**src/rtl/quad_decoder_pkg.sv**
```systemverilog
// quad_decoder_pkg: shared state encoding, Gray successor constants and default widths
// for the quadrature decoder.
`default_nettype none

package quad_decoder_pkg;

  localparam int unsigned DEF_COUNT_W = 32;
  localparam int unsigned DEF_ERR_W   = 16;

  typedef enum logic [0:0] {
    ST_PRIME = 1'b0,
    ST_RUN   = 1'b1
  } state_e;

  // Forward successor of each {A,B} value: 00 -> 10 -> 11 -> 01 -> 00
  localparam logic [1:0] C_FWD_AFTER_00 = 2'b10;
  localparam logic [1:0] C_FWD_AFTER_10 = 2'b11;
  localparam logic [1:0] C_FWD_AFTER_11 = 2'b01;
  localparam logic [1:0] C_FWD_AFTER_01 = 2'b00;

  function automatic logic [1:0] fwd_next(input logic [1:0] ab);
    logic [1:0] nxt;
    case (ab)
      2'b00:   nxt = C_FWD_AFTER_00;
      2'b10:   nxt = C_FWD_AFTER_10;
      2'b11:   nxt = C_FWD_AFTER_11;
      default: nxt = C_FWD_AFTER_01;
    endcase
    return nxt;
  endfunction

  function automatic logic [1:0] rev_next(input logic [1:0] ab);
    logic [1:0] nxt;
    case (ab)
      C_FWD_AFTER_00: nxt = 2'b00;
      C_FWD_AFTER_10: nxt = 2'b10;
      C_FWD_AFTER_11: nxt = 2'b11;
      default:        nxt = 2'b01;
    endcase
    return nxt;
  endfunction

endpackage

`default_nettype wire

```
**src/rtl/sat_counter.sv**
```systemverilog
// sat_counter: unsigned event counter adding 0..2 per cycle, saturating at all-ones,
// with a synchronous clear taking priority over the increment.
`default_nettype none

module sat_counter #(
  parameter int unsigned WIDTH = 16
) (
  input  logic             clk_i,
  input  logic             rst_ni,
  input  logic             clear_i,
  input  logic [1:0]       inc_i,
  output logic [WIDTH-1:0] count_o
);

  localparam logic [WIDTH-1:0] C_MAX = '1;

  logic [WIDTH-1:0] count_q;
  logic [WIDTH-1:0] count_d;
  logic [WIDTH:0]   w_sum;

  always_comb begin
    w_sum = {1'b0, count_q} + {{(WIDTH-1){1'b0}}, inc_i};
    if (clear_i) begin
      count_d = '0;
    end else if (w_sum > {1'b0, C_MAX}) begin
      count_d = C_MAX;
    end else begin
      count_d = w_sum[WIDTH-1:0];
    end
  end

  always_ff @(posedge clk_i) begin
    if (!rst_ni) begin
      count_q <= '0;
    end else begin
      count_q <= count_d;
    end
  end

  assign count_o = count_q;

endmodule

`default_nettype wire

```
**src/rtl/quad_decoder.sv**
```systemverilog
// quad_decoder: X4 quadrature decoder with index latch, illegal-transition detection
// and saturating error/spike statistics.
`default_nettype none

module quad_decoder
  import quad_decoder_pkg::*;
#(
  parameter int unsigned COUNT_W = DEF_COUNT_W,
  parameter int unsigned ERR_W   = DEF_ERR_W
) (
  input  logic               Clk,
  input  logic               Rst_n,
  input  logic               A,
  input  logic               B,
  input  logic               Z,
  input  logic               SpikeA,
  input  logic               SpikeB,
  input  logic               Clear,
  output logic [COUNT_W-1:0] Count,
  output logic               Dir,
  output logic               Step,
  output logic               Illegal,
  output logic [COUNT_W-1:0] IndexPos,
  output logic               IndexSeen,
  output logic [ERR_W-1:0]   ErrCount,
  output logic [ERR_W-1:0]   SpikeCount
);

  localparam logic [COUNT_W-1:0] C_ONE = {{(COUNT_W-1){1'b0}}, 1'b1};

  state_e             state_q;
  logic [1:0]         prev_ab_q;
  logic               prev_z_q;
  logic [COUNT_W-1:0] count_q;
  logic [COUNT_W-1:0] count_d;
  logic [COUNT_W-1:0] index_pos_q;
  logic               index_seen_q;
  logic               dir_q;
  logic               step_q;
  logic               illegal_q;

  logic [1:0]         w_ab;
  logic               w_run;
  logic               w_fwd;
  logic               w_rev;
  logic               w_illegal;
  logic               w_z_rise;
  logic [1:0]         w_err_inc;
  logic [1:0]         w_spike_inc;

  assign w_ab = {A, B};

  always_comb begin
    w_run     = (state_q == ST_RUN);
    w_fwd     = w_run && (w_ab == fwd_next(prev_ab_q));
    w_rev     = w_run && (w_ab == rev_next(prev_ab_q));
    w_illegal = w_run && ((w_ab ^ prev_ab_q) == 2'b11);
    w_z_rise  = w_run && !prev_z_q && Z;
    count_d   = count_q;
    if (w_fwd) begin
      count_d = count_q + C_ONE;
    end else if (w_rev) begin
      count_d = count_q - C_ONE;
    end
  end

  // Previous-sample registers load every cycle, including PRIME and Clear cycles.
  always_ff @(posedge Clk) begin
    if (!Rst_n) begin
      state_q      <= ST_PRIME;
      prev_ab_q    <= 2'b00;
      prev_z_q     <= 1'b0;
      count_q      <= '0;
      dir_q        <= 1'b1;
      step_q       <= 1'b0;
      illegal_q    <= 1'b0;
      index_pos_q  <= '0;
      index_seen_q <= 1'b0;
    end else begin
      state_q   <= ST_RUN;
      prev_ab_q <= w_ab;
      prev_z_q  <= Z;
      if (Clear) begin
        count_q      <= '0;
        step_q       <= 1'b0;
        illegal_q    <= 1'b0;
        index_pos_q  <= '0;
        index_seen_q <= 1'b0;
      end else begin
        count_q   <= count_d;
        step_q    <= w_fwd || w_rev;
        illegal_q <= w_illegal;
        if (w_fwd || w_rev) begin
          dir_q <= w_fwd;
        end
        if (w_z_rise) begin
          index_pos_q  <= count_d;
          index_seen_q <= 1'b1;
        end
      end
    end
  end

  assign w_err_inc   = {1'b0, w_illegal};
  assign w_spike_inc = {SpikeA & SpikeB, SpikeA ^ SpikeB};

  sat_counter #(
    .WIDTH (ERR_W)
  ) u_err_cnt (
    .clk_i   (Clk),
    .rst_ni  (Rst_n),
    .clear_i (Clear),
    .inc_i   (w_err_inc),
    .count_o (ErrCount)
  );

  sat_counter #(
    .WIDTH (ERR_W)
  ) u_spike_cnt (
    .clk_i   (Clk),
    .rst_ni  (Rst_n),
    .clear_i (Clear),
    .inc_i   (w_spike_inc),
    .count_o (SpikeCount)
  );

  assign Count     = count_q;
  assign Dir       = dir_q;
  assign Step      = step_q;
  assign Illegal   = illegal_q;
  assign IndexPos  = index_pos_q;
  assign IndexSeen = index_seen_q;

endmodule

`default_nettype wire

```
**config.mk**
```make
export PLATFORM = sky130hd
export DESIGN_NAME = quad_decoder
export DESIGN_NICKNAME = d
export VERILOG_FILES = /design/src/rtl/quad_decoder_pkg.sv /design/src/rtl/sat_counter.sv /design/src/rtl/quad_decoder.sv
export SDC_FILE = /design/constraint.sdc
export NUM_CORES = 1
export LEC_CHECK = 0
export ABC_AREA = 0
export CORE_UTILIZATION = 64
export CTS_CLUSTER_DIAMETER = 100
export DETAILED_ROUTE_END_ITERATION = 7
export DONT_BUFFER_PORTS = 1
export GPL_TIMING_DRIVEN = 0
export PLACE_DENSITY = 0.91
export REMOVE_ABC_BUFFERS = 1
export SKIP_LAST_GASP = 1
export SYNTH_ARGS = -nofsm -noshare
export SYNTH_HDL_FRONTEND = slang
export SYNTH_HIERARCHICAL = 1
export SYNTH_SLANG_ARGS = --single-unit
```
**constraint.sdc**
```tcl
create_clock -name Clk -period 2.7 [get_ports Clk]
set_input_delay 0.54 -clock Clk [delete_from_list [all_inputs] [get_ports Clk]]
set_output_delay 0.54 -clock Clk [all_outputs]
set_load 0.02 [all_outputs]
```
==> results.sh, run 1 <==
export IMPL_worst_slack_ns=0.123
export IMPL_fmax_mhz=388
export IMPL_initial_utilization_pct=66.1
export IMPL_synth_area_um2=5430
export IMPL_crit_required_ns=3.01
export IMPL_rsz0062_at_grt="false"
export IMPL_drive_above_1_share_pct=12.5
export IMPL_worstPathMaxFanout=9
export IMPL_status="completed"
export IMPL_synth_cell_types=68
export IMPL_finalClockSkew_ns=0.0124
export IMPL_yosysMostFrequentCell="dfxtp_1"
export IMPL_dieArea_um2=8850
export IMPL_finalSetupViolations=0
export IMPL_r2r_cells=6
export IMPL_synthTopCellsByArea="dfxtp_1 (38%), xor2_1 (5.5%), nand3_1 (4.6%)"
export IMPL_synth_largest_area_cell="dfxtp_1"
export IMPL_nets=607
export IMPL_finish_utilization_pct=68.0
export IMPL_finalHoldViolations=0
export IMPL_finalMaxSlewViolations=0
export IMPL_area_delta_synth_final_pct=2.93
export IMPL_io_pins=108
export IMPL_whs_ns=0.200
export IMPL_worst_setup_path_end_kind="flip-flop"
export IMPL_antenna_found_initial=0
export IMPL_place_ws_ns=0.0779
export IMPL_async_reset_ff_share_pct=0
export IMPL_critical_path_buf_inv_count=0
export IMPL_maxCapViolations=0
export IMPL_fin_crit_sh_pct=95.5
export IMPL_numCtsBuffers=9
export IMPL_grt_pass1_wl_um=21000
export IMPL_cts_max_path_buffers=2
export IMPL_synth_top_cell_area_share_pct=38.4
export IMPL_cp_arrival_ns=2.89
export IMPL_fin_cells=699
export IMPL_die_h_um=94.1
export IMPL_crit_chain="and3_1 > nand3_2 > or4b_1 > a21boi_1 > or4_1 > nand3_1"
export IMPL_antenna_cells=0
export IMPL_grt_max_degree=51
export IMPL_worst_setup_path_start_kind="flip-flop"
export IMPL_rrSetupSlack_ns=0.12
export IMPL_vias_per_cell=6.67
export IMPL_tightest_slew_ns=1.19
export IMPL_first_pass_iters=5
export IMPL_grt_ovfl_total=0
export IMPL_dp_hpwl_um=9100
export IMPL_htreeDepth=3
export IMPL_drt_iter0_drc=547
export IMPL_yosysSeqAreaShare_pct=38.4
export IMPL_core_area_um2=8220
export IMPL_drt_total_wl_um=13100
export IMPL_placed_area_um2=5360
export IMPL_power_leakage_nw=1.97
export IMPL_crit_cells=6
export IMPL_synth_cells=615
export IMPL_min_path_type="in2reg"
export IMPL_crit_family="simple AND/OR/NAND/NOR gates"
export IMPL_numPortBuffers=0
export IMPL_globalplace_congestion=0.937
export IMPL_worst_r2r_endpoint="IndexPos[24]"
export IMPL_cp_endpoint="IndexPos[24]"
export IMPL_worst_r2r_startpoint="Count[8]"
export IMPL_design_area_um2=5590
export IMPL_clkLatencyLatePin_ns=0.37
export IMPL_wl_per_cell_um=18.7
export IMPL_crit_slowest_cell="or4b_1"
export IMPL_irDropWorstVdd_v=0.000307
export IMPL_cts_root_buf="clkbuf_8"
export IMPL_grt_pass1_vias=4304
export IMPL_antenna_left=0
export IMPL_slew_headroom_pct=20.4
export IMPL_cts_clk_slew_worst_paths_ns=0.10
export IMPL_num_rows=33
export IMPL_yosys_register_bits=104
export IMPL_powerDensity_nw_per_um2=537
export IMPL_max_stage_delay_ns=0.64
export IMPL_yosysWarnings=6
export IMPL_grt_usage_pct=29.9
export IMPL_path_class="reg2reg"
export IMPL_chipWidth_um=94.1
export IMPL_yosys_top_cells_count="dfxtp_1 (104), nand3_1 (50), nor2_1 (46), nand2_1 (43), xor2_1 (34)"
export IMPL_critPathLaunch="Count[8]"
export IMPL_post_place_cells=684
export IMPL_avgSynthCellArea_um2=8.83
export IMPL_cts_tree="yes"
export IMPL_synth_flop_cell="dfxtp_1"
export IMPL_route_detailed_drc=0
export IMPL_clock_sinks=104
export IMPL_min_period_ns=2.58
export IMPL_via_count=4665
export IMPL_synth_edf_count=0
[area by class of cell]
type / count / area, um2
fillers: 662 / 2630
multi-input cells: 463 / 3110
clock buffers: 12 / 145
clock inverters: 3 / 42.5
flip-flops and latches: 104 / 2090
repair buffers: 2 / 26.3
well taps: 105 / 131
inverters: 10 / 37.5
[stage by stage]
step / setup TNS [ns] / power (mW)
4_1_cts: 0 / 2.99
5_1_grt: 0 / 3.11
6_report: 0 / 3.00
2_1_floorplan: -0.0329 / 1.96
3_3_place_gp: -16.07 / 2.03
3_5_place_dp: 0 / 2.05
[worst register-to-register path: stages (launching register included)]
cell	delay, ns
dfxtp_1	0.62
and3_1	0.37
nand3_2	0.18
or4b_1	0.64
a21boi_1	0.20
or4_1	0.43
nand3_1	0.08
[logic make-up after synthesis]
family	after synthesis	share of synthesized area, %
AO/OA/AOI/OAI	95	13.0
XOR/XNOR	57	9.47
adder cells (fa/ha/maj)	9	2.35
buffers and inverters	49	5.05
flip-flops	104	38.4
multiplexers	4	0.738
other	1	0.0691
AND/OR/NAND/NOR	296	30.9
[layout by cell type, fill, tap and decap left out, types with 3 or more instances in the layout]
master / netlist / final
inv_1: 10 / 10
nand2_1: 43 / 43
dfxtp_1: 104 / 97
dfxtp_2: 0 / 7
and3_1: 10 / 10
xnor2_1: 21 / 21
nand3_2: 4 / 5
a21oi_2: 18 / 18
and3b_1: 3 / 3
xor2_1: 34 / 34
o22ai_1: 4 / 4
nand2b_1: 6 / 5
nand4_1: 33 / 33
nor4_1: 17 / 16
and2_1: 13 / 13
nor3_1: 18 / 16
ha_1: 7 / 7
and4_1: 6 / 6
o21ai_0: 7 / 7
mux2i_1: 4 / 4
or3_4: 3 / 3
a32oi_1: 3 / 3
nand3_1: 50 / 49
clkbuf_8: 0 / 10
or2_2: 3 / 3
or4_1: 14 / 14
a211oi_1: 5 / 5
or3_1: 8 / 8
a31oi_1: 4 / 4
nor2_1: 46 / 46
o211ai_1: 7 / 7
a22o_1: 4 / 4
a21oi_1: 24 / 24
[worst min path at each step]
stage / from / end / slack (ns) / depth (start not counted)
finish: Rst_n / state_q / 0.20 / 0
global route: Rst_n / state_q / 0.19 / 0
CTS: Rst_n / state_q / 0.19 / 0
detailed placement: IndexPos[5] / IndexPos[5] / 0.55 / 2
global placement: IndexPos[0] / IndexPos[0] / 0.55 / 2
floorplan: IndexPos[0] / IndexPos[0] / 0.53 / 2
[layer usage]
layer	part of all wire [%]	global-route usage [%]	wire, um	vias to the layer above
met5	0	0	0	-
met4	1.9	10.6	248	0
met3	8.9	8.41	1160	37
met2	47	47.8	6170	233
met1	42	38.3	5480	2211
li1	-	-	-	2184
[where the power goes]
part	internal (mW)	total [mW]	switching, mW
Sequential	1.57	1.66	0.0930
Combinational	0.133	0.374	0.241
Clock	0.449	0.969	0.520
Total	2.15	3.00	0.854
[flip-flops by register name, indices dropped and copies added (netlist names)]
name	flops
Count	32
IndexPos	32
u_err_cnt/count_o	16
u_spike_cnt/count_o	16
prev_ab_q	2
Dir	1
Illegal	1
IndexSeen	1
Step	1
prev_z_q	1
state_q	1
[what timing repair did]
action,4_1_cts,5_1_grt
gates resized for setup,0,12
setup buffers,0,0
endpoints found under the hold margin,0,0
hold buffers,0,0
setup endpoints to repair,0,9
Note: power is estimated with default switching activity, not from simulation.
==> run 2: changes to the inputs <==
--- a/config.mk
+++ b/config.mk
@@ -11,6 +11,7 @@
 export DETAILED_ROUTE_END_ITERATION = 7
 export DONT_BUFFER_PORTS = 1
 export GPL_TIMING_DRIVEN = 0
+export MAX_ROUTING_LAYER = met4
 export PLACE_DENSITY = 0.91
 export REMOVE_ABC_BUFFERS = 1
 export SKIP_LAST_GASP = 1
==> results.sh, run 2 (synthesis gave the netlist of run 1 again) <==
export IMPL_max_stage_delay_ns=0.65
export IMPL_numCtsBuffers=9
export IMPL_io_pins=108
export IMPL_grt_usage_pct=29.3
export IMPL_cts_root_buf="clkbuf_8"
export IMPL_p_total_mw=3.02
export IMPL_cts_max_path_buffers=2
export IMPL_area_delta_synth_final_pct=2.88
export IMPL_power_leakage_nw=1.97
export IMPL_htreeDepth=3
export IMPL_clkLatencyLatePin_ns=0.37
export IMPL_antenna_found_initial=0
export IMPL_grt_pass1_vias=4063
export IMPL_rrSetupSlack_ns=0.10
export IMPL_slew_headroom_pct=15.7
export IMPL_core_area_um2=8220
export IMPL_post_place_cells=684
export IMPL_place_ws_ns=0.0607
export IMPL_dieArea_um2=8850
export IMPL_finish_utilization_pct=68.0
export IMPL_crit_slowest_cell="dfxtp_1"
export IMPL_worst_slack_ns=0.103
export IMPL_most_common_layout_cells="dfxtp_1 (100), nand3_1 (50), nor2_1 (46), nand2_1 (43), xor2_1 (34)"
export IMPL_worstPathMaxFanout=10
export IMPL_fillers=645
export IMPL_irDropWorstVdd_v=0.000306
export IMPL_worst_r2r_endpoint="IndexPos[24]"
export IMPL_min_path_type="in2reg"
export IMPL_placed_area_um2=5360
export IMPL_chipWidth_um=94.1
export IMPL_grt_pass1_wl_um=20000
export IMPL_min_period_ns=2.60
export IMPL_drive_above_1_share_pct=11.6
export IMPL_route_detailed_drc=0
export IMPL_powerDensity_nw_per_um2=541
export IMPL_tightest_slew_ns=1.27
export IMPL_status="completed"
export IMPL_wl_per_cell_um=18.5
export IMPL_dp_hpwl_um=9030
export IMPL_finalClockSkew_ns=0.0100
export IMPL_via_count=4651
export IMPL_cp_arrival_ns=2.90
export IMPL_first_pass_iters=5
export IMPL_fin_cells=700
export IMPL_initial_utilization_pct=66.1
export IMPL_final_common_cell="dfxtp_1"
export IMPL_antenna_cells=0
export IMPL_drt_iter0_drc=410
export IMPL_hold_path_depth=0
export IMPL_grt_ovfl_total=0
export IMPL_crit_chain="nand4_1 > nor2_1 > or4b_1 > a21boi_1 > or4_1 > nand3_1"
export IMPL_globalplace_congestion=0.949
export IMPL_nets=607
export IMPL_maxCapViolations=0
export IMPL_fin_crit_sh_pct=96.2
export IMPL_cts_setup_buffers=0
export IMPL_fmax_mhz=385
export IMPL_grt_max_degree=51
export IMPL_r2r_cells=6
export IMPL_rsz0062_at_grt="false"
export IMPL_hold_start="Rst_n"
export IMPL_clock_sinks=104
export IMPL_hold_path_end="state_q"
export IMPL_finalMaxSlewViolations=0
export IMPL_num_rows=33
export IMPL_crit_required_ns=3.01
export IMPL_numPortBuffers=0
export IMPL_cts_clk_slew_worst_paths_ns=0.10
export IMPL_timing_setup_tns_ns=0
export IMPL_whs_ns=0.199
export IMPL_path_class="reg2reg"
export IMPL_antenna_left=0
export IMPL_die_h_um=94.1
export IMPL_finalSetupViolations=0
export IMPL_design_area_um2=5580
export IMPL_finalHoldViolations=0
export IMPL_worst_r2r_startpoint="Count[18]"
export IMPL_worst_setup_path_end_kind="flip-flop"
export IMPL_drt_total_wl_um=12900
export IMPL_worst_setup_path_start_kind="flip-flop"
export IMPL_cts_tree="yes"
export IMPL_vias_per_cell=6.64
-- run 2: area by class of cell --
type                       count  area, um2  share of cell area (%)
timing repair buffer           2       26.3                   0.471
tap                          105        131                    2.35
clock buffer                  14        163                    2.91
clock inverter                 2       37.5                   0.672
multi-input combinational    463       3100                    55.5
sequential                   104       2090                    37.4
inverter                      10       37.5                   0.672
-- run 2: where the power goes --
| part | internal [mW] | switching, mW | total, mW | leakage (nW) |
|---|---|---|---|---|
| logic | 0.132 | 0.241 | 0.373 | 1.03 |
| registers | 1.57 | 0.0926 | 1.66 | 0.843 |
| clock network | 0.482 | 0.508 | 0.990 | 0.0969 |
-- run 2: what timing repair did --
action	CTS	global route
setup endpoints to repair	0	10
hold buffers	0	0
gates resized for setup	0	7
-- run 2: routing by layer --
metal  wire length, um  track usage (%)  vias to the layer above
met5                 0                -                        -
li1                  -                -                     2195
met1              5450             37.6                     2199
met3              1150             7.04                       35
met2              6060             45.0                      222
met4               252             10.4                        0
-- run 2: worst max path at each step --
| stage | start | to | slack, ns | depth (start not counted) |
|---|---|---|---|---|
| floorplan | Clear | IndexPos[31] | -0.03 | 5 |
| global placement | Clear | IndexPos[31] | -0.89 | 5 |
| detailed placement | Count[0] | IndexPos[30] | 0.06 | 8 |
| CTS | Count[0] | IndexPos[30] | 0.01 | 8 |
| global route | Count[4] | IndexPos[28] | 0.005 | 6 |
| finish | Count[18] | IndexPos[24] | 0.10 | 6 |
-- run 2: worst max-delay path, delay by kind of cell (launching register included) --
family | cells | cell delay [ns]
DFF | 1 | 0.65
AOI/OAI and AO/OA | 1 | 0.21
and+or+nand+nor | 5 | 1.67
==> run 3: changes to the inputs <==
--- a/config.mk
+++ b/config.mk
@@ -6,14 +6,15 @@
 export NUM_CORES = 1
 export LEC_CHECK = 0
 export ABC_AREA = 0
-export CORE_UTILIZATION = 64
+export CELL_PAD_IN_SITES_DETAIL_PLACEMENT = 1
+export CELL_PAD_IN_SITES_GLOBAL_PLACEMENT = 1
+export CORE_UTILIZATION = 48
 export CTS_CLUSTER_DIAMETER = 100
 export DETAILED_ROUTE_END_ITERATION = 7
 export DONT_BUFFER_PORTS = 1
 export GPL_TIMING_DRIVEN = 0
 export MAX_ROUTING_LAYER = met4
 export PLACE_DENSITY = 0.91
-export REMOVE_ABC_BUFFERS = 1
 export SKIP_LAST_GASP = 1
 export SYNTH_ARGS = -nofsm -noshare
 export SYNTH_HDL_FRONTEND = slang
==> results.sh, run 3 (synthesis gave the netlist of run 1 again) <==
export IMPL_crit_required_ns=3.00
export IMPL_critical_path_buf_inv_count=0
export IMPL_initial_utilization_pct=49.6
export IMPL_status="completed"
export IMPL_worst_r2r_startpoint="Count[4]"
export IMPL_worst_setup_path_start_kind="flip-flop"
export IMPL_dp_hpwl_um=12300
export IMPL_via_count=4854
export IMPL_register_area_um2=2090
export IMPL_powerDensity_nw_per_um2=570
export IMPL_p_total_mw=3.40
export IMPL_first_pass_iters=5
export IMPL_timing_setup_tns_ns=0
export IMPL_most_common_layout_cells="dfxtp_1 (98), nand3_1 (49), nor2_1 (45), nand2_1 (43), xor2_1 (34)"
export IMPL_power_leakage_nw=2.13
export IMPL_critPathLaunch="Count[4]"
export IMPL_chipWidth_um=108
export IMPL_finalClockSkew_ns=0.00660
export IMPL_maxCapViolations=0
export IMPL_worstPathMaxFanout=8
export IMPL_cts_root_buf="clkbuf_16"
export IMPL_globalplace_congestion=0.943
export IMPL_grt_usage_pct=30.3
export IMPL_cts_max_path_buffers=2
export IMPL_max_stage_delay_ns=0.65
export IMPL_clock_sinks=104
export IMPL_area_delta_synth_final_pct=9.87
export IMPL_tightest_slew_ns=0.730
export IMPL_antenna_cells=0
export IMPL_final_common_cell="dfxtp_1"
export IMPL_grt_pass1_vias=5095
export IMPL_crit_family="simple AND/OR/NAND/NOR gates"
export IMPL_rsz0062_at_grt="false"
export IMPL_num_rows=38
export IMPL_clkLatencyLatePin_ns=0.36
export IMPL_die_h_um=108
export IMPL_multi_input_area_um2=3110
export IMPL_cts_tree="yes"
export IMPL_pwr_share_seq_pct=48.5
export IMPL_postCtsHoldBufs=0
export IMPL_power_share_combinational_pct=12.6
export IMPL_route_detailed_drc=0
export IMPL_wl_per_cell_um=21.2
export IMPL_antenna_found_initial=0
export IMPL_drt_iter0_drc=223
export IMPL_drt_total_wl_um=16400
export IMPL_hold_start="Rst_n"
export IMPL_grt_ovfl_total=0
export IMPL_irDropWorstVdd_v=0.000412
export IMPL_worst_setup_path_end_kind="flip-flop"
export IMPL_clockPowerShare_pct=38.9
export IMPL_grt_max_degree=17
export IMPL_crit_slowest_cell="or4b_1"
export IMPL_numPortBuffers=0
export IMPL_finalSetupViolations=0
export IMPL_dieArea_um2=11700
export IMPL_io_pins=108
export IMPL_grt_pass1_wl_um=26400
export IMPL_fin_crit_sh_pct=95.7
export IMPL_cp_arrival_ns=2.88
export IMPL_min_path_type="in2reg"
export IMPL_crit_chain="and4_1 > nand3_2 > or4b_1 > a21boi_1 > or4_1 > nand3_1"
export IMPL_vias_per_cell=6.28
export IMPL_finalHoldViolations=0
export IMPL_fmax_mhz=387
export IMPL_cts_clk_slew_worst_paths_ns=0.07
export IMPL_nets=645
export IMPL_slew_headroom_pct=50.9
export IMPL_swShare_pct=27.7
export IMPL_drive_above_1_share_pct=13.9
export IMPL_power_internal_mw=2.46
export IMPL_htreeDepth=3
export IMPL_min_period_ns=2.58
export IMPL_core_area_um2=10900
export IMPL_finalMaxSlewViolations=0
export IMPL_switchingPower_mw=0.940
export IMPL_numCtsBuffers=9
export IMPL_fillers=1304
export IMPL_path_class="reg2reg"
export IMPL_antenna_left=0
[run 3: timing repair]
action | CTS | global route
endpoints found under the setup margin | 1 | 11
hold endpoints to repair | 0 | 0
pin swaps | 0 | 0
buffers inserted | 0 | 1
resized for setup | 2 | 12
[run 3: through the flow]
stage	cell area, um2	hold WS, ns	util, %	setup slack (ns)	std cells
floorplan	5430	0.535	-	0.452	616
global placement	5610	0.551	51.3	0.0406	756
detailed placement	5610	0.555	51.3	0.00702	756
CTS	5920	0.191	54.1	0.00821	772
global route	5960	0.190	54.5	0.00143	773
finish	5960	0.205	54.5	0.116	773
[run 3: final timing paths]
check | end | slack (ns) | cells after the start
max | IndexPos[24] | 0.12 | 6
min | state_q | 0.21 | 0
max reg2reg | IndexPos[24] | 0.12 | 6
min reg2reg | IndexPos[7] | 0.56 | 2
[run 3: power groups by stage]
stage	registers, mW	logic [mW]	clock network (mW)
floorplan	1.67	0.310	0
global placement	1.68	0.398	0
detailed placement	1.68	0.414	0
CTS	1.65	0.419	1.36
global route	1.65	0.467	1.41
finish	1.65	0.428	1.32
[run 3: routing by layer]
layer | wire length, um | global-route usage, % | vias up
li1 | - | - | 2271
met5 | 0 | - | -
met3 | 1310 | 10.2 | 39
met1 | 6380 | 32.2 | 2373
met2 | 8220 | 51.8 | 171
met4 | 459 | 11.7 | 0
[run 3: layout make-up]
cell class	instances	share of cell area [%]
buffer	39	4.01
clock buffer	12	4.13
clock inverter	4	0.902
inverter	10	0.629
multi-input combinational	463	52.2
sequential	104	35.0
tap	140	2.94
timing repair buffer	1	0.126
